<file path="src/rtl/module_guess_game.sv">
// Number-guessing game: capture a secret on Load, compare guesses on Enter,
// show |secret - guess| in hex on a multiplexed seven-segment display.
module module_guess_game #(
    parameter int unsigned WIDTH       = 8,
    parameter int unsigned NUM_DIGITS  = 4,
    parameter int unsigned MAX_TRIES   = 5,
    parameter int unsigned REFRESH_DIV = 50000
) (
    input  logic                             Clock,
    input  logic                             Reset,
    input  logic [WIDTH-1:0]                 Input_R,
    input  logic [WIDTH-1:0]                 Input_D,
    input  logic                             Load,
    input  logic                             Enter,
    output logic [2:0]                       LEDs,
    output logic [NUM_DIGITS-1:0]            Display,
    output logic [7:0]                       Segments,
    output logic [$clog2(MAX_TRIES+1)-1:0]   Tries,
    output logic                             Playing,
    output logic                             Locked
);

    localparam int TRIES_W    = $clog2(MAX_TRIES + 1);
    localparam int HEX_DIGITS = (WIDTH + 3) / 4;
    localparam int CNT_W      = (REFRESH_DIV > 1) ? $clog2(REFRESH_DIV) : 1;
    localparam int DIG_W      = (NUM_DIGITS > 1) ? $clog2(NUM_DIGITS) : 1;

    typedef enum logic [1:0] {StIdle, StPlay, StWin, StLock} state_e;

    state_e             state_q, state_d;
    logic [WIDTH-1:0]   secret_q, secret_d;
    logic [WIDTH-1:0]   mag_q, mag_d;
    logic               neg_q, neg_d;
    logic [TRIES_W-1:0] tries_q, tries_d;
    logic [2:0]         leds_q, leds_d;
    logic               load_q, enter_q;
    logic [CNT_W-1:0]   refresh_q;
    logic [DIG_W-1:0]   digit_q;

    logic               load_rise, enter_rise;
    logic [WIDTH:0]     diff;
    logic [TRIES_W-1:0] tries_inc;
    logic [HEX_DIGITS*4-1:0] mag_ext;
    logic [3:0]         nibble;

    assign load_rise  = Load & ~load_q;
    assign enter_rise = Enter & ~enter_q;
    // One extra bit so the sign of secret - guess is never lost.
    assign diff       = {1'b0, secret_q} - {1'b0, Input_D};
    assign tries_inc  = tries_q + TRIES_W'(1);

    function automatic logic [7:0] hex_glyph(input logic [3:0] v);
        case (v)
            4'h0: hex_glyph = 8'hC0;
            4'h1: hex_glyph = 8'hF9;
            4'h2: hex_glyph = 8'hA4;
            4'h3: hex_glyph = 8'hB0;
            4'h4: hex_glyph = 8'h99;
            4'h5: hex_glyph = 8'h92;
            4'h6: hex_glyph = 8'h82;
            4'h7: hex_glyph = 8'hF8;
            4'h8: hex_glyph = 8'h80;
            4'h9: hex_glyph = 8'h90;
            4'hA: hex_glyph = 8'h88;
            4'hB: hex_glyph = 8'h83;
            4'hC: hex_glyph = 8'hC6;
            4'hD: hex_glyph = 8'hA1;
            4'hE: hex_glyph = 8'h86;
            default: hex_glyph = 8'h8E;
        endcase
    endfunction

    // Game state and datapath registers; edge registers reset high so held inputs don't fire.
    always_ff @(posedge Clock or posedge Reset) begin
        if (Reset) begin
            state_q  <= StIdle;
            secret_q <= '0;
            mag_q    <= '0;
            neg_q    <= 1'b0;
            tries_q  <= '0;
            leds_q   <= 3'b000;
            load_q   <= 1'b1;
            enter_q  <= 1'b1;
        end else begin
            state_q  <= state_d;
            secret_q <= secret_d;
            mag_q    <= mag_d;
            neg_q    <= neg_d;
            tries_q  <= tries_d;
            leds_q   <= leds_d;
            load_q   <= Load;
            enter_q  <= Enter;
        end
    end

    // Next-state logic: Load wins over a simultaneous Enter; LOCK only exits on Reset.
    always_comb begin
        state_d  = state_q;
        secret_d = secret_q;
        mag_d    = mag_q;
        neg_d    = neg_q;
        tries_d  = tries_q;
        leds_d   = leds_q;
        unique case (state_q)
            StLock: begin
                leds_d = 3'b100;
            end
            default: begin
                if (load_rise) begin
                    secret_d = Input_R;
                    tries_d  = '0;
                    mag_d    = '0;
                    neg_d    = 1'b0;
                    leds_d   = 3'b000;
                    state_d  = StPlay;
                end else if (enter_rise && state_q == StPlay) begin
                    tries_d = tries_inc;
                    neg_d   = diff[WIDTH];
                    mag_d   = diff[WIDTH] ? (~diff[WIDTH-1:0] + WIDTH'(1)) : diff[WIDTH-1:0];
                    if (diff == '0) begin
                        leds_d  = 3'b001;
                        state_d = StWin;
                    end else begin
                        leds_d = diff[WIDTH] ? 3'b100 : 3'b010;
                        if (tries_inc == TRIES_W'(MAX_TRIES)) begin
                            leds_d  = 3'b100;
                            state_d = StLock;
                        end
                    end
                end
            end
        endcase
    end

    // Digit scan: refresh counter divides the clock, digit index advances on each wrap.
    always_ff @(posedge Clock or posedge Reset) begin
        if (Reset) begin
            refresh_q <= '0;
            digit_q   <= '0;
        end else if (refresh_q == CNT_W'(REFRESH_DIV - 1)) begin
            refresh_q <= '0;
            digit_q   <= (digit_q == DIG_W'(NUM_DIGITS - 1)) ? '0 : digit_q + DIG_W'(1);
        end else begin
            refresh_q <= refresh_q + CNT_W'(1);
        end
    end

    // Display drive: blank in IDLE, dash in LOCK, hex of Mag otherwise with sign on digit 0.
    always_comb begin
        Display  = '1;
        Segments = 8'hFF;
        mag_ext  = '0;
        mag_ext[WIDTH-1:0] = mag_q;
        nibble   = '0;
        for (int k = 0; k < HEX_DIGITS; k++) begin
            if (digit_q == DIG_W'(k)) nibble = mag_ext[4*k +: 4];
        end
        if (state_q != StIdle) begin
            Display[digit_q] = 1'b0;
            if (state_q == StLock) begin
                Segments = 8'hBF;
            end else if (int'(digit_q) < HEX_DIGITS) begin
                Segments = hex_glyph(nibble);
                if (digit_q == '0 && neg_q) Segments[7] = 1'b0;
            end
        end
    end

    assign LEDs    = (state_q == StLock) ? 3'b100 : leds_q;
    assign Tries   = tries_q;
    assign Playing = (state_q == StPlay);
    assign Locked  = (state_q == StLock);

endmodule
</file>
<file path="config.mk">
export PLATFORM = sky130hd
export DESIGN_NAME = module_guess_game
export DESIGN_NICKNAME = d
export VERILOG_FILES = /design/src/rtl/module_guess_game.sv
export SDC_FILE = /design/constraint.sdc
export NUM_CORES = 1
export LEC_CHECK = 0
export ABC_CLOCK_PERIOD_IN_PS = 3700
export CORE_ASPECT_RATIO = 1.75
export CORE_UTILIZATION = 35
export DETAILED_ROUTE_END_ITERATION = 10
export GPL_ROUTABILITY_DRIVEN = 0
export GPL_TIMING_DRIVEN = 0
export MAX_ROUTING_LAYER = met4
export SLEW_MARGIN = 20
export SYNTH_ARGS = -nofsm -noshare
export SYNTH_HDL_FRONTEND = slang
export SYNTH_SLANG_ARGS = --single-unit
export TNS_END_PERCENT = 20
</file>
<file path="constraint.sdc">
create_clock -name Clock -period 3.7 [get_ports Clock]
set_input_delay 0.555 -clock Clock [delete_from_list [all_inputs] [get_ports Clock]]
set_output_delay 0.555 -clock Clock [all_outputs]
set_load 0.005 [all_outputs]
</file>
Word level (Yosys, flattened, before mapping)
Memories as Yosys holds them, arrays and structs flattened.
Cells that the tools add are included.
{"block": "classes", "addsub": 5, "order_cmp": 3, "eq_ne": 6, "n_mux": 29, "bitwise_logic": 7, "reduce_logical": 12}
{"operator": "$mux 8", "n": 6}
{"operator": "$mux 3", "n": 9}
{"operator": "$add 16x1->16 const B", "n": 1}
{"operator": "$eq 16x16->1 const B", "n": 1}
{"operator": "$mux 16", "n": 1}
{"operator": "$mux 4", "n": 3}
{"operator": "$mux 2", "n": 5}
{"operator": "$logic_not 9->1", "n": 1}
{"operator": "$sub 8x8->9", "n": 1}
{"operator": "$add 8x1->8 const B", "n": 1}
{"operator": "$not 8->8", "n": 1}
{"operator": "$reduce_bool 3->1", "n": 2}
{"operator": "$eq 2x1->1 const B", "n": 2}
{"operator": "$eq 2x2->1 const B", "n": 2}
{"operator": "$mux 1", "n": 4}
{"operator": "$not 4->4", "n": 1}
{"operator": "$reduce_and 2->1", "n": 2}
{"operator": "$reduce_bool 2->1", "n": 2}
{"operator": "$add 3x1->3 const B", "n": 1}
{"operator": "$eq 3x3->1 const B", "n": 1}
{"operator": "$logic_and 1x1->1", "n": 3}
{"operator": "$lt 2x3->1 const B", "n": 1}
{"operator": "$not 1->1", "n": 3}
{"operator": "$reduce_and 3->1", "n": 1}
{"operator": "6 further kinds", "n": 7}
{"block": "word_totals", "reg_bits": 45, "mem_bits_ro": 112, "input_bits": 20, "out_inout_bits": 20, "wordCells": 73, "n_memories": 1}
{"memory": "(name not given)", "words": 16, "width": 7, "rd": 1, "rd_clocked_by_memory_dff": 0, "wr": 0, "line_no": "53", "text": "case (v)"}

Logic depth before layout (Yosys ltp)
Gate-level depths: netlist of the first run.
{"block": "logic_depth", "depth_word": 7, "depth_mapped": 11}

Worst setup path after synthesis of the first run
OpenSTA, ideal clock, no wires.
{"block": "synth_timing", "kind": "register -> output", "start": "register digit_q[1]", "end": "output Segments[6]", "arrival_ns": 2.135, "required_ns": 3.145, "slack_ns": 1.010, "stages_incl_launch_ff": 12, "cell_sequence": "dfrtp_1 inv_1 ha_1 clkbuf_1 nor2b_1 a22oi_1 inv_1 ha_1 nand2_1 o21ai_0 a221oi_1 nor2_1"}
{"block": "synth_between", "elab_chain_len": 7}
{"element": "start: declaration", "line_no": "38", "text": "logic [DIG_W-1:0] digit_q;"}
{"element": "start signal: assignment", "line_no": "142", "text": "digit_q <= (digit_q == DIG_W'(NUM_DIGITS - 1)) ? '0 : digit_q + DIG_W'(1);"}
{"element": "$logic_not 2->1", "line_no": "156", "text": "if (digit_q == DIG_W'(k)) nibble = mag_ext[4*k +: 4];"}
{"element": "$mux 4 (2 in series)", "line_no": "156"}
{"element": "$mem_v2 16x7"}
{"element": "$mux 8 *", "line_no": "162", "text": "end else if (int'(digit_q) < HEX_DIGITS) begin"}
{"element": "$mux 8 *", "line_no": "160", "text": "if (state_q == StLock) begin"}
{"element": "$mux 8 *", "line_no": "158", "text": "if (state_q != StIdle) begin"}
{"element": "end: declaration", "line_no": "17", "text": "output logic [7:0] Segments,"}
Mark *: on every way between the ends. The rest lies on a longest branch, timed or not.

Final worst setup path of the first run
{"block": "layout_timing", "start": "register digit_q[1]", "end": "output Segments[3]"}
The elaborated chain is that of the path after synthesis.

==> reports/metrics.yaml, run 1 <==
p_leak_nw: 1.61
core_mm2: 0.00826
syn_area_mm2: 0.00298
nNetsFinal: 424
drtIter0Drc: 133
fp.dieW_um: 71.7
power.density_mw_per_mm2: 597
synth_area_leaders: "dfrtp_1 (36%), ha_1 (9.7%), nand2_1 (6.3%)"
numCtsBuffers: 5
io_pins: 40
drtPass1Iterations: 4
htreeDepth: 2
ir_drop_mv: 0.425
synth.avg_cell_area_um2: 8.99
skew_ns: 0.00661
critical_path.max_fanout: 10
vias: 2464
grt-ovfl-total: 0
antenna_found_initial: 0
clock_latency_ns: 0.30
antennaDiodeCount: 0
totalWireLength_mm: 6.52
grt_start_max_net_pins: 34
start_kind: "register"
ys_ff_latch: 45
required_ns: 3.14
cts.clk_slew.worst_paths_ns: 0.07
dpl.hpwl_mm: 5.23
synthesis.nets: 375
rsz0062_at_grt: "false"
wl_per_cell_um: 13.8
grt_usage_pct: 16.4
grt_pass1_wl_mm: 11.1
drc: 0
rows: 44
hold_buffers: 0
initial_utilization_pct: 36.0
synth_cells: 331
fmax_mhz: 291
syn_to_final_growth_pct: 23.6
outcome: "finished, final reports clean"
finalSetupTns_ns: 0
maxCapViolCount: 0
fin_crit_ns: 3.44
cts_buffer_depth: 2
hold_class: "register to register"
die_h_um: 124
io_buffers: 39
tritoncts: "done"
setup_violations: 0
maxSlewViolCount: 0
mostFrequentLayoutCell: "nand2_1"
synth_top_area_share_pct: 36.2
hold_viol: 0
clock_tree.root_cell: "clkbuf_16"
synth_edf_count: 0
drt-vias-per-instance: 5.21
synth-async-reset-ratio_pct: 100
ys_warn_count: 0
yosys_most_used_dff: "dfrtp_1"
grt_pass1_vias: 2514
synth_cell_types: 55
criticalPathCategory: "register to primary output"
worst_pin_slew_ns: 0.576
post-route-util_pct: 44.5
dpl-instance-area_mm2: 0.00350
drive_above_1_share_pct: 9.97
antenna_left: 0
end_kind: "primary output"
synth_seq_area_share_pct: 37.9
die_area_mm2: 0.00889
design_area_mm2: 0.00368
cp.arrival_ns: 2.88
finalCritPeriodShare_pct: 92.8
cts.sinks: 45
final_cell_mix: "nand2_1 (50), dfrtp_1 (43), clkdlybuf4s50_1 (39), nor2_1 (25), ha_1 (23)"
maxSlewHeadroom_pct: 61.6
yosysTopAreaCell: "dfrtp_1"
==> final timing paths <==
kind,from,to,slack [ns],cells past startpoint
hold / removal,mag_ext[5]$_DFFE_PP0P_,mag_ext[5]$_DFFE_PP0P_,0.49,2
setup reg to reg,secret_q[0]$_DFFE_PP0P_,state_q[0]$_DFFE_PP0P_,0.95,10
max in group asynchronous,Reset,enter_q$_DFF_PP1_,2.63,3
min in group asynchronous,Reset,Tries[2]$_DFFE_PP0P_,0.53,2
setup / recovery,digit_q[1]$_DFFE_PP0N_,Segments[3],0.26,11
hold reg to reg,mag_ext[5]$_DFFE_PP0P_,mag_ext[5]$_DFFE_PP0P_,0.49,2
==> flip-flops by register name, indices dropped and copies added, names as in the netlist <==
name / flops
state_q: 2
leds_q: 3
digit_q: 2
secret_q: 8
neg_q: 1
enter_q: 1
Tries: 3
refresh_q: 16
load_q: 1
mag_ext: 8
==> per-stage QoR <==
step | power, mW | std cells | hold slack, ns | setup slack, ns
finish | 2.20 | 473 | 0.488 | 0.265
global route | 2.38 | 473 | 0.520 | 0.00338
CTS | 2.20 | 471 | 0.489 | 0.151
detailed placement | 1.73 | 463 | 0.477 | 0.124
global placement | 1.70 | 462 | 0.463 | 0.147
floorplan | 1.42 | 331 | 0.446 | 1.01
==> layout make-up <==
cell class / instances / area (um2)
tap: 92 / 115
clock inverter: 3 / 25.0
sequential: 45 / 1130
clock buffer: 5 / 125
fill: 811 / 4580
timing repair buffer: 42 / 425
inverter: 22 / 82.6
multi-input combinational: 254 / 1730
buffer: 10 / 50.0
==> routing by layer <==
layer  global-route usage [%]  routed length [um]
met1                     15.5                2450
met3                     2.51                 153
met5                        -                   0
met2                     32.0                3770
met4                     7.11                 139
==> worst max-delay path, cell delays in order, from the launching register on <==
cell	delay [ns]
dfrtp_1	0.41
inv_1	0.10
ha_1	0.18
buf_2	0.17
o21ai_1	0.40
inv_1	0.15
ha_1	0.29
nor2_1	0.12
a21oi_1	0.05
o21ai_0	0.17
nand2_1	0.07
clkdlybuf4s50_1	0.46
==> repair_timing <==
item | CTS | global route
pin swaps | 0 | 1
endpoints found under the setup margin | 5 | 2
resized for setup | 3 | 2
buffers inserted | 0 | 2
==> report_power, final <==
group | internal (mW) | switching [mW] | total (mW)
logic | 0.508 | 0.584 | 1.09
clock network | 0.254 | 0.206 | 0.460
registers | 0.583 | 0.0594 | 0.643
==> synth_stat cells (2+ instances only) <==
cell      number
dfstp_2        2
o211ai_1       3
a21oi_1        9
o21a_1         2
o31ai_1        2
nor2_1        25
dfrtp_1       43
nand3b_1       2
nand2b_1       5
and2_1         3
xnor2_1        9
nor3b_1        2
nor3_1         6
buf_2          3
inv_1         22
a22oi_1        2
a31oi_1        2
o21ai_0       23
and3b_1        2
xor2_1        13
nand3_1       14
o21ai_1        8
nor2b_1        4
o221ai_1       2
and3_1         5
nand2_1       50
clkbuf_1       6
nor4b_1        3
mux2_2         8
nand4_1        3
and4_1         2
ha_1          23
==> kinds of logic after synthesis <==
| group | synth area share (%) |
|---|---|
| flip-flops | 37.9 |
| AND/OR/NAND/NOR | 22.3 |
| XOR/XNOR | 6.48 |
| AO/OA/AOI/OAI | 15.0 |
| multiplexers | 3.53 |
| adder cells (fa/ha/maj) | 10.3 |
| buffers and inverters | 4.42 |
(Power assumes the default switching activity.)
==> inputs of run 2 (changes only) <==
--- a/config.mk
+++ b/config.mk
@@ -7,7 +7,7 @@
 export LEC_CHECK = 0
 export ABC_CLOCK_PERIOD_IN_PS = 3700
 export CORE_ASPECT_RATIO = 1.75
-export CORE_UTILIZATION = 35
+export CORE_UTILIZATION = 42
 export DETAILED_ROUTE_END_ITERATION = 10
 export GPL_ROUTABILITY_DRIVEN = 0
 export GPL_TIMING_DRIVEN = 0
==> run 2 against run 1 <==
Net effect:
- clock skew is 0.0037 ns lower
- worst hold slack worse by 0.0087 ns
- core utilization is 8.9 points higher
- sequential power hardly changed
- critical path depth stayed put
- sequential cell count stayed put
- design area is 0.34% lower
- highest routed layer unchanged
- non-clock buffer count is 3 lower
- die area is 16% lower
- final cell count is 2.3% lower
- first-iteration DRC count is 41% lower
- worst setup slack worse by 0.034 ns
==> reports/metrics.yaml, run 2 (same netlist as run 1, synthesis figures left out) <==
outcome: "finished, final reports clean"
path_cells: "inv_1, ha_2, nor2b_1, a22oi_2, inv_1, ha_1, nand2_1, o21ai_0, a221oi_1, nor2_1, clkdlybuf4s50_1"
power.density_mw_per_mm2: 606
drtIter0Drc: 79
hold_viol: 0
finalCritPeriodShare_pct: 93.8
p_sw_uw: 823
maxSlewHeadroom_pct: 58.6
cpPeakStageDelay_ns: 0.44
cp.arrival_ns: 2.91
comb_power_share_pct: 47.8
p_leak_nw: 1.61
start_kind: "register"
whs_ns: 0.479
maxCapViolCount: 0
initial_utilization_pct: 43.4
totalWireLength_mm: 6.24
crit_path_frequent_cell: "inv_1"
fp.dieW_um: 65.6
clock_tree.root_cell: "clkbuf_16"
finalSetupTns_ns: 0
antenna_left: 0
ir_drop_mv: 0.316
cts.sinks: 45
dpl.hpwl_mm: 4.86
nNetsFinal: 421
drc: 0
p_sw_share_pct: 37.1
die_area_mm2: 0.00744
io_pins: 40
skew_ns: 0.00295
syn_to_final_growth_pct: 23.2
setup_violations: 0
r2r_start: "secret_q[0]$_DFFE_PP0P_"
required_ns: 3.14
drtPass1Iterations: 4
grt_start_max_net_pins: 35
hold_buffers: 0
criticalPathCategory: "register to primary output"
grt_pass1_vias: 2337
seqPwrFrac_pct: 29.0
antenna_found_initial: 0
grt_pass1_wl_mm: 10.8
grt_usage_pct: 19.5
largest_register: "refresh_q"
hold_class: "register to register"
rsz0062_at_grt: "false"
die_h_um: 113
rows: 40
cts.clk_slew.worst_paths_ns: 0.06
vias: 2424
htreeDepth: 2
clock_latency_ns: 0.29
fin_ws_ns: 0.231
antennaDiodeCount: 0
dp_slack_ns: 0.110
internal-power_mw: 1.40
drive_above_1_share_pct: 9.26
p_clk_share_pct: 23.2
largest_reg_flops: 16
core_mm2: 0.00686
numCtsBuffers: 5
fmax_mhz: 288
worst_pin_slew_ns: 0.616
critical-path-slowest-cell: "clkdlybuf4s50_1"
nFillCells: 638
io_buffers: 39
wl_per_cell_um: 13.5
startpoint: "digit_q[1]$_DFFE_PP0N_"
drt-vias-per-instance: 5.25
mostFrequentLayoutCell: "nand2_1"
critical_path.max_fanout: 10
hold_path.startpoint: "mag_ext[2]$_DFFE_PP0P_"
maxSlewViolCount: 0
cts_buffer_depth: 2
end_kind: "primary output"
grt-ovfl-total: 0
tritoncts: "done"
fin_crit_ns: 3.47
final_cell_mix: "nand2_1 (50), dfrtp_1 (43), clkdlybuf4s50_1 (39), nor2_1 (25)"
==> run 2: path summary, 6_finish.rpt <==
path,cells after the start,slack [ns],to
min in group asynchronous,2,0.52,refresh_q[3]$_DFF_PP0_
max,11,0.23,Segments[6]
min reg2reg,2,0.48,mag_ext[2]$_DFFE_PP0P_
max in group asynchronous,3,2.65,enter_q$_DFF_PP1_
max reg2reg,10,1.03,state_q[0]$_DFFE_PP0P_
min,2,0.48,mag_ext[2]$_DFFE_PP0P_
==> run 2: power groups by stage <==
stage	sequential, mW	clock [mW]	combinational [mW]
floorplan	0.635	0	0.786
global placement	0.649	0	1.05
detailed placement	0.652	0	1.07
CTS	0.644	0.525	1.07
global route	0.659	0.545	1.19
finish	0.643	0.515	1.06
==> run 2: stage by stage <==
stage	total power, mW	utilization [%]	area (um2)	std cells
2_1_floorplan	1.42	-	2980	331
3_5_place_dp	1.72	50.9	3490	455
5_1_grt	2.40	53.5	3670	462
4_1_cts	2.24	53.4	3660	462
6_report	2.22	53.5	3670	462
3_3_place_gp	1.70	50.6	3470	454
==> run 2: cell type report <==
class,count,area [um2],area share (%)
plain buffers,9,45.0,1.23
repair buffers,40,410,11.2
multi-input cells,254,1730,47.1
clock buffers,6,129,3.52
clock inverters,2,38.8,1.06
well taps,84,105,2.87
inverters,22,82.6,2.25
flip-flops and latches,45,1130,30.8
==> run 2: worst max-delay path, delay by kind of cell (launching register included) <==
kind            cells  cell delay, ns
simple gates        3            0.29
fa+ha+maj           2            0.56
flops               1            0.41
compound gates      3            0.69
buf+inv             3            0.68
==> run 2: metal layers <==
layer  wire length [um]  global-route usage [%]
met5                  0                       -
met4                102                    7.68
met3                150                    3.63
met2               3400                    34.0
met1               2590                    21.2
==> run 2: repair_timing <==
action / 4_1_cts / 5_1_grt
gates resized for setup: 1 / 3
pin swaps: 0 / 0
buffers inserted: 0 / 0
endpoints found under the setup margin: 5 / 6
==> inputs of run 3 (changes only) <==
--- a/config.mk
+++ b/config.mk
@@ -12,6 +12,7 @@
 export GPL_ROUTABILITY_DRIVEN = 0
 export GPL_TIMING_DRIVEN = 0
 export MAX_ROUTING_LAYER = met4
+export SETUP_SLACK_MARGIN = 0.5
 export SLEW_MARGIN = 20
 export SYNTH_ARGS = -nofsm -noshare
 export SYNTH_HDL_FRONTEND = slang
==> run 3 against run 2 <==
Net effect:
- sequential cell count stayed put
- worst setup slack better by 0.37 ns
- count of clock-buffer cells in the layout stayed put
- critical endpoint is now Segments[3]
- largest cell class unchanged
==> reports/metrics.yaml, run 3 (same netlist as run 1, synthesis figures left out) <==
ir_drop_mv: 0.316
place_inst: 455
required_ns: 3.14
hold_buffers: 0
largest_register: "refresh_q"
grt-ovfl-total: 0
htreeDepth: 2
maxCapViolCount: 0
nNetsFinal: 431
syn_to_final_growth_pct: 28.0
clock_latency_ns: 0.29
fp.dieW_um: 65.6
r2r_start: "secret_q[0]$_DFFE_PP0P_"
min_to: "mag_ext[2]$_DFFE_PP0P_"
fin_crit_ns: 3.10
rsz0062_at_grt: "true"
grt_pass1_vias: 2391
die_h_um: 113
start_kind: "register"
nFillCells: 622
antennaDiodeCount: 0
die_area_mm2: 0.00744
finalCritPeriodShare_pct: 83.7
worst_pin_slew_ns: 0.549
numCtsBuffers: 5
io_pins: 40
critical_path.max_fanout: 6
power.density_mw_per_mm2: 597
reg2reg_to: "state_q[0]$_DFFE_PP0P_"
finalSetupTns_ns: 0
fin_ws_ns: 0.604
mostFrequentLayoutCell: "nand2_1"
drt-vias-per-instance: 5.28
wl_per_cell_um: 13.8
initial_utilization_pct: 43.4
cts.clk_slew.worst_paths_ns: 0.06
hold_viol: 0
final_cell_mix: "nand2_1 (49), dfrtp_1 (42), clkdlybuf4s50_1 (39), nor2_1 (24), o21ai_0 (21)"
r2r_slack_ns: 1.03
totalWireLength_mm: 6.51
cts_buffer_depth: 2
io_buffers: 39
p_leak_nw: 1.68
tritoncts: "done"
cts.sinks: 45
dpl-instance-area_mm2: 0.00349
setup_violations: 0
drtPass1Iterations: 4
core_mm2: 0.00686
design_area_mm2: 0.00381
outcome: "finished, final reports clean"
rows: 40
fin_total_pwr_mw: 2.27
fmax_mhz: 323
antenna_found_initial: 0
maxSlewViolCount: 0
seq_area_mm2: 0.00113
grt_usage_pct: 20.0
vias: 2491
criticalPathCategory: "register to primary output"
clock_tree.root_cell: "clkbuf_16"
final_cells: 472
end_kind: "primary output"
hold_class: "register to register"
grt_pass1_wl_mm: 11.0
whs_path_depth: 2
maxSlewHeadroom_pct: 63.2
drc: 0
dp_slack_ns: 0.110
multi_input_area_mm2: 0.00179
r2r_cells: 10
dpl.hpwl_mm: 4.86
cp.arrival_ns: 2.54
skew_ns: 0.00294
grt_start_max_net_pins: 35
largest_reg_flops: 16
hold_path.startpoint: "mag_ext[2]$_DFFE_PP0P_"
drtIter0Drc: 87
drive_above_1_share_pct: 14.7
antenna_left: 0
-- run 3: cell types whose count changed in the layout (fill, tap and decap cells not counted), moves of 2 or more --
cell	previous run	this run
inv_2	1	3
ha_4	0	2
inv_1	21	19
ha_1	22	19
buf_4	0	8
-- run 3: cell type report --
type	count	area share [%]
Clock inverter	2	1.02
Multi-Input combinational cell	254	46.9
Clock buffer	6	3.38
Tap cell	84	2.76
Sequential cell	45	29.7
Buffer	10	1.54
Timing Repair Buffer	49	12.5
Inverter	22	2.17
-- run 3: worst max path at each step --
stage                        to  cells past startpoint                    from  slack (ns)
floorplan           Segments[6]                     11  digit_q[1]$_DFFE_PP0N_        1.01
detailed placement  Segments[6]                     12  digit_q[1]$_DFFE_PP0N_        0.11
global route        Segments[3]                     10  digit_q[0]$_DFFE_PP0N_        0.48
finish              Segments[3]                     10  digit_q[0]$_DFFE_PP0N_        0.60
global placement    Segments[6]                     12  digit_q[1]$_DFFE_PP0N_        0.15
CTS                 Segments[6]                     11  digit_q[0]$_DFFE_PP0N_        0.51
-- run 3: critical path, stage by stage, from the launching register on --
cell	delay, ns
dfrtp_2	0.44
ha_4	0.18
clkbuf_8	0.16
nor2b_4	0.15
a22oi_2	0.08
buf_4	0.16
ha_1	0.31
a21oi_2	0.12
o21ai_0	0.08
nand2_1	0.07
clkdlybuf4s50_1	0.49
-- run 3: what timing repair did --
| item | CTS | global route |
|---|---|---|
| resized for setup | 14 | 10 |
| buffers inserted | 5 | 3 |
| endpoints found under the setup margin | 7 | 4 |
| gates cloned | 1 | 0 |
| pin swaps | 2 | 3 |
| hold endpoints to repair | 0 | 0 |
-- run 3: layer usage --
metal | GRT usage (%) | share of wire [%] | up-vias
li1 | - | - | 1262
met1 | 21.6 | 41 | 1175
met2 | 35.2 | 55 | 46
met3 | 3.63 | 2.6 | 8
met4 | 7.83 | 1.6 | 0
met5 | - | 0 | -
-- run 3: report_power, final --
part	internal (mW)	total, mW	switching [mW]
registers	0.583	0.645	0.0614
logic	0.527	1.12	0.589
clock network	0.320	0.514	0.194
total	1.43	2.27	0.844
-- run 3: stage by stage --
stage,utilization [%],hold slack (ns)
2_1_floorplan,-,0.446
3_3_place_gp,50.6,0.466
3_5_place_dp,50.9,0.473
4_1_cts,54.8,0.486
5_1_grt,55.5,0.504
6_report,55.5,0.480
==> RTL change 1: new RTL, config.mk and constraints of run 3 <==
Re-encode `state_e` (4 states) as one-hot, 4 bits wide.
--- a/src/rtl/module_guess_game.sv
+++ b/src/rtl/module_guess_game.sv
@@ -27,3 +27,3 @@
 
-    typedef enum logic [1:0] {StIdle, StPlay, StWin, StLock} state_e;
+    typedef enum logic [3:0] {StIdle = 4'b0001, StPlay = 4'b0010, StWin = 4'b0100, StLock = 4'b1000} state_e;
 
Check against the original RTL: no difference found for any inputs over 10 cycles, from zero or initial values and one cycle with Reset high; not proved beyond that.
==> RTL change 1 against run 3 <==
Non-clock buffer count down 3. Synthesized area up 1.4%. Setup slack worse by 0.13 ns. Total power down 26%. Sequential cell count up 2. Via count up 1.2%. Cell area about the same. Wire length up 3.2%. Core utilization down 0.35 points.
==> RTL change 1: results <==
outcome:
  outcome: "completed"
power:
  share_clk_of_total_power_pct: 28.0
  net-switching-power_mw: 0.5532
  p_leak_nw: 1.735
  post-layout-total-power_mw: 1.692
  vdd_ir_drop_max_v: 0.0003040
  pwr-share-seq_pct: 35.2
worst_setup_path:
  slowest_stage_cell_on_the_critical_path: "or4_4"
  slowest_delay_ns: 0.57
  cp.arrival_ns: 3.38
  path_max_fanout: 6
clock_tree:
  post-cts-setup-buffer-count: 1
  cts-buffers-inserted: 5
  ctsResizeCount: 11
  clock_path_buffers: 2
  clkSlewWorstSetupHoldPaths_ns: 0.07
  clock_tree.root_cell: "clkbuf_16"
  cts-htree-levels: 2
  clkLatencyLatePin_ns: 0.29
place:
  post_dp_cell_area_mm2: 0.003533
  hpwlAfterDp_um: 5132
  numPlacedInstances: 454
  port_buffers: 39
  setup_slack_at_placement_ns: 0.1026
yosys:
  async_flop_share_pct: 100.0
  post_synth_net_total: 374
  synth_top_flop_cell: "dfrtp_1"
  synthesis.yosys.warnings: 0
  netlist_top_cells_count: "49 x nand2_1, 44 x dfrtp_1, 29 x nor2_1, 23 x ha_1, 22 x o21ai_0"
  post_synth_inst_count: 330
  synth_seq_area_share_pct: 39.10
  synth.distinct_cells: 54
  yosys-top-cells-area: "dfrtp_1 36%, ha_1 9.5%, nand2_1 6.1%, xor2_1 4.1%, o21ai_0 3.6%"
grt:
  met1_usage_pct: 20.19
  grtUsageMet3_pct: 2.988
  met2_usage_pct: 39.12
  grt.total_usage_pct: 20.74
  grt_pass1_vias: 2568
  grt_pass1_wl_um: 11590
  grt_start_max_net_pins: 25
  grt_antenna_before_repair: 0
routing:
  first_drt_iteration_drcs: 122
  routed_wirelength_um: 6720
  post_drt_via_cell_ratio: 5.375
  detailedRoute.firstPassIterationCount: 4
sta:
  fin_skew_ns: 0.003621
  tightestPinTransition_ns: 0.8548
layout:
  largest_register_ffs: 16
  num-nets-final: 428
  largest_register: "refresh_q"
  drive_gt1_share_pct: 12.73
  final_cells: 469
  antenna_diode_instance_count: 0
hold_path:
  worstHoldPathType: "reg -> reg"
==> RTL change 1: changes by cell type after synthesis, sizes merged, moves of 3 or more <==
| cell | before | now |
|---|---|---|
| o31ai | 3 | 6 |
| a21oi | 9 | 6 |
| o21ai | 31 | 24 |
| nor2 | 25 | 29 |
| a21o | 1 | 5 |
| a22o | 1 | 4 |
| nor2b | 4 | 8 |
==> RTL change 1: worst max-delay path: cells and delay by family <==
| kind | cells | cell delay (ns) |
|---|---|---|
| simple gates | 2 | 0.78 |
| buf+inv | 3 | 0.70 |
| fa+ha+maj | 2 | 0.57 |
| xor+xnor | 1 | 0.13 |
| compound gates | 3 | 0.63 |
==> RTL change 1: path summary, 6_finish.rpt <==
kind	start	endpoint	slack [ns]	cells after the start
worst max register to register	secret_q[0]	leds_q[2]	0.76	11
min in group asynchronous	Reset	leds_q[0]	0.63	2
max in group asynchronous	Reset	state_q[0]	2.48	3
worst max-delay path	Input_D[0]	leds_q[2]	0.48	11
worst min-delay path	mag_ext[1]	mag_ext[1]	0.49	2
worst min register to register	mag_ext[1]	mag_ext[1]	0.49	2
==> RTL change 1: logic make-up after synthesis <==
logic type	Yosys count	synth area share, %
compound gates	66	14.93
xor+xnor	22	6.385
fa+ha+maj	24	10.20
buf+inv	29	3.980
flops	47	39.10
mux	8	2.985
simple gates	134	22.43
==> RTL change 1: area by class of cell <==
type	instances	area, µm²
Inverter	20	75.07
Clock buffer	6	138.9
Sequential cell	47	1180
Clock inverter	2	16.27
Timing Repair Buffer	47	466.7
Multi-Input combinational cell	254	1778
Buffer	9	52.55
Tap cell	84	105.1
Fill cell	622	3094
==> RTL change 1: routing by layer <==
layer	wire (µm)	share of wire [%]
met5	0	0
met3	113	1.7
met2	3938	59
met1	2513	37
met4	154	2.3
==> RTL change 2: new RTL, flow settings as in run 3 <==
Without the edit above. The parameter `MAX_TRIES` goes from 5 to 10.
--- a/src/rtl/module_guess_game.sv
+++ b/src/rtl/module_guess_game.sv
@@ -5,3 +5,3 @@
     parameter int unsigned NUM_DIGITS  = 4,
-    parameter int unsigned MAX_TRIES   = 5,
+    parameter int unsigned MAX_TRIES   = 10,
     parameter int unsigned REFRESH_DIV = 50000
Interface: changed (resized Tries); port bits go from 40 to 41. The function was not compared with the original's and may differ.
==> RTL change 2 against run 3 <==
Synthesized cell count down 0.30%. Via count decreased by 0.32%. Critical path type unchanged. Combinational power fell by 47%. Sequential cell count increased by 1. Setup slack worse by 0.015 ns. Wire length down 0.65%. Die area decreased by 0.61%. Synthesized area shrank 0.63%. Total power is 28% lower. Sequential share of layout area rose by 0.69 points. Cell area fell by 0.23%.
==> RTL change 2: results <==
outcome:
  outcome: "completed"
power:
  p_leak_nw: 1.683
  combPwrFrac_pct: 36.2
  share_clk_of_total_power_pct: 28.1
  power.switching_fraction_pct: 33.34
  vdd_ir_drop_max_v: 0.0002927
  power-per-cell-area_mw_per_mm2: 430.4
yosys:
  synth.avg_cell_area_um2: 8.959
  synth_seq_area_share_pct: 39.02
  synth_top_area_share_pct: 37.24
  synth.distinct_cells: 52
  netlist_top_cells_count: "44 x dfrtp_1, 44 x nand2_1, 34 x nor2_1, 26 x o21ai_0, 23 x ha_1"
  async_flop_share_pct: 100.0
  post_synth_net_total: 374
  yosys-top-cells-area: "dfrtp_1 37%, ha_1 9.7%, nand2_1 5.6%, o21ai_0 4.4%, nor2_1 4.3%"
grt:
  met2_usage_pct: 34.36
  grt_pass1_vias: 2437
  grt.total_usage_pct: 20.03
  grt_pass1_wl_um: 10990
  met1_usage_pct: 21.39
  grtUsageMet3_pct: 3.125
clock_tree:
  cts_num_sinks: 46
  post-cts-setup-buffer-count: 3
  ctsResizeCount: 11
hold_path:
  hp-start: "mag_ext[1]"
  whs_endpoint: "mag_ext[1]"
routing:
  routed_wirelength_um: 6468
  routed_met1_length_um: 2564
  met3_routed_wl_um: 182
  first_drt_iteration_drcs: 97
  detailroute.via_count: 2483
  detailedRoute.firstPassIterationCount: 5
  route.met2.wl_um: 3482
worst_setup_path:
  r2r_slack_ns: 0.94
  rr_worst_depth: 11
  terminus_of_the_critical_flop_to_flop_path: "leds_q[1]"
  cp.arrival_ns: 2.56
layout:
  drive_gt1_share_pct: 13.18
  multiInputCombCellCount: 258
  n_all_buffers: 56
  inverters: 19
  register_share_of_the_cell_area_pct: 30.36
  clockNetworkAreaShare_pct: 3.918
  num-nets-final: 430
  multi_input_gate_share_of_the_layout_cell_area_pct: 46.89
  summed_area_of_non_filler_cells_in_the_final_layout_mm2: 0.003800
  fillers: 642
  final_cells: 471
  non_clock_buffer_area_share_pct: 14.19
place:
  setup_slack_at_placement_ns: 0.1536
  port_buffers: 40
  hpwlAfterDp_um: 4939
  post_dp_cell_area_mm2: 0.003482
  numPlacedInstances: 455
sta:
  fin_hold_ws_ns: 0.4855
  fin_skew_ns: 0.006204
  maxSlewHeadroom_pct: 63.33
  period_share_pct: 84.09
die:
  dieWidth_um: 65.43
[RTL change 2: changes by cell type after synthesis, sizes merged, moves of 3 or more]
| cell | delta |
|---|---|
| nor2 | +9 |
| nand2 | -6 |
| and3 | +3 |
| buf | -3 |
| inv | -3 |
| nand3 | +3 |
| nand4 | -3 |
| o21ai | +3 |
[RTL change 2: worst max-delay path: cells and delay by family, from the launching register on]
family | cells | cell delay, ns
AO/OA/AOI/OAI | 3 | 0.43
adder cells (fa/ha/maj) | 2 | 0.51
buffers and inverters | 3 | 0.71
flip-flops | 1 | 0.43
AND/OR/NAND/NOR | 2 | 0.18
[RTL change 2: cell families (layout without fill, tap and decap cells)]
kind of cell | after synthesis | in the layout | share of synthesized area [%]
AO/OA/AOI/OAI | 72 | 72 | 15.91
XOR/XNOR | 23 | 23 | 6.813
adder cells (fa/ha/maj) | 24 | 24 | 10.41
buffers and inverters | 26 | 83 | 3.428
flip-flops | 46 | 46 | 39.02
multiplexers | 8 | 8 | 3.047
AND/OR/NAND/NOR | 131 | 131 | 21.37
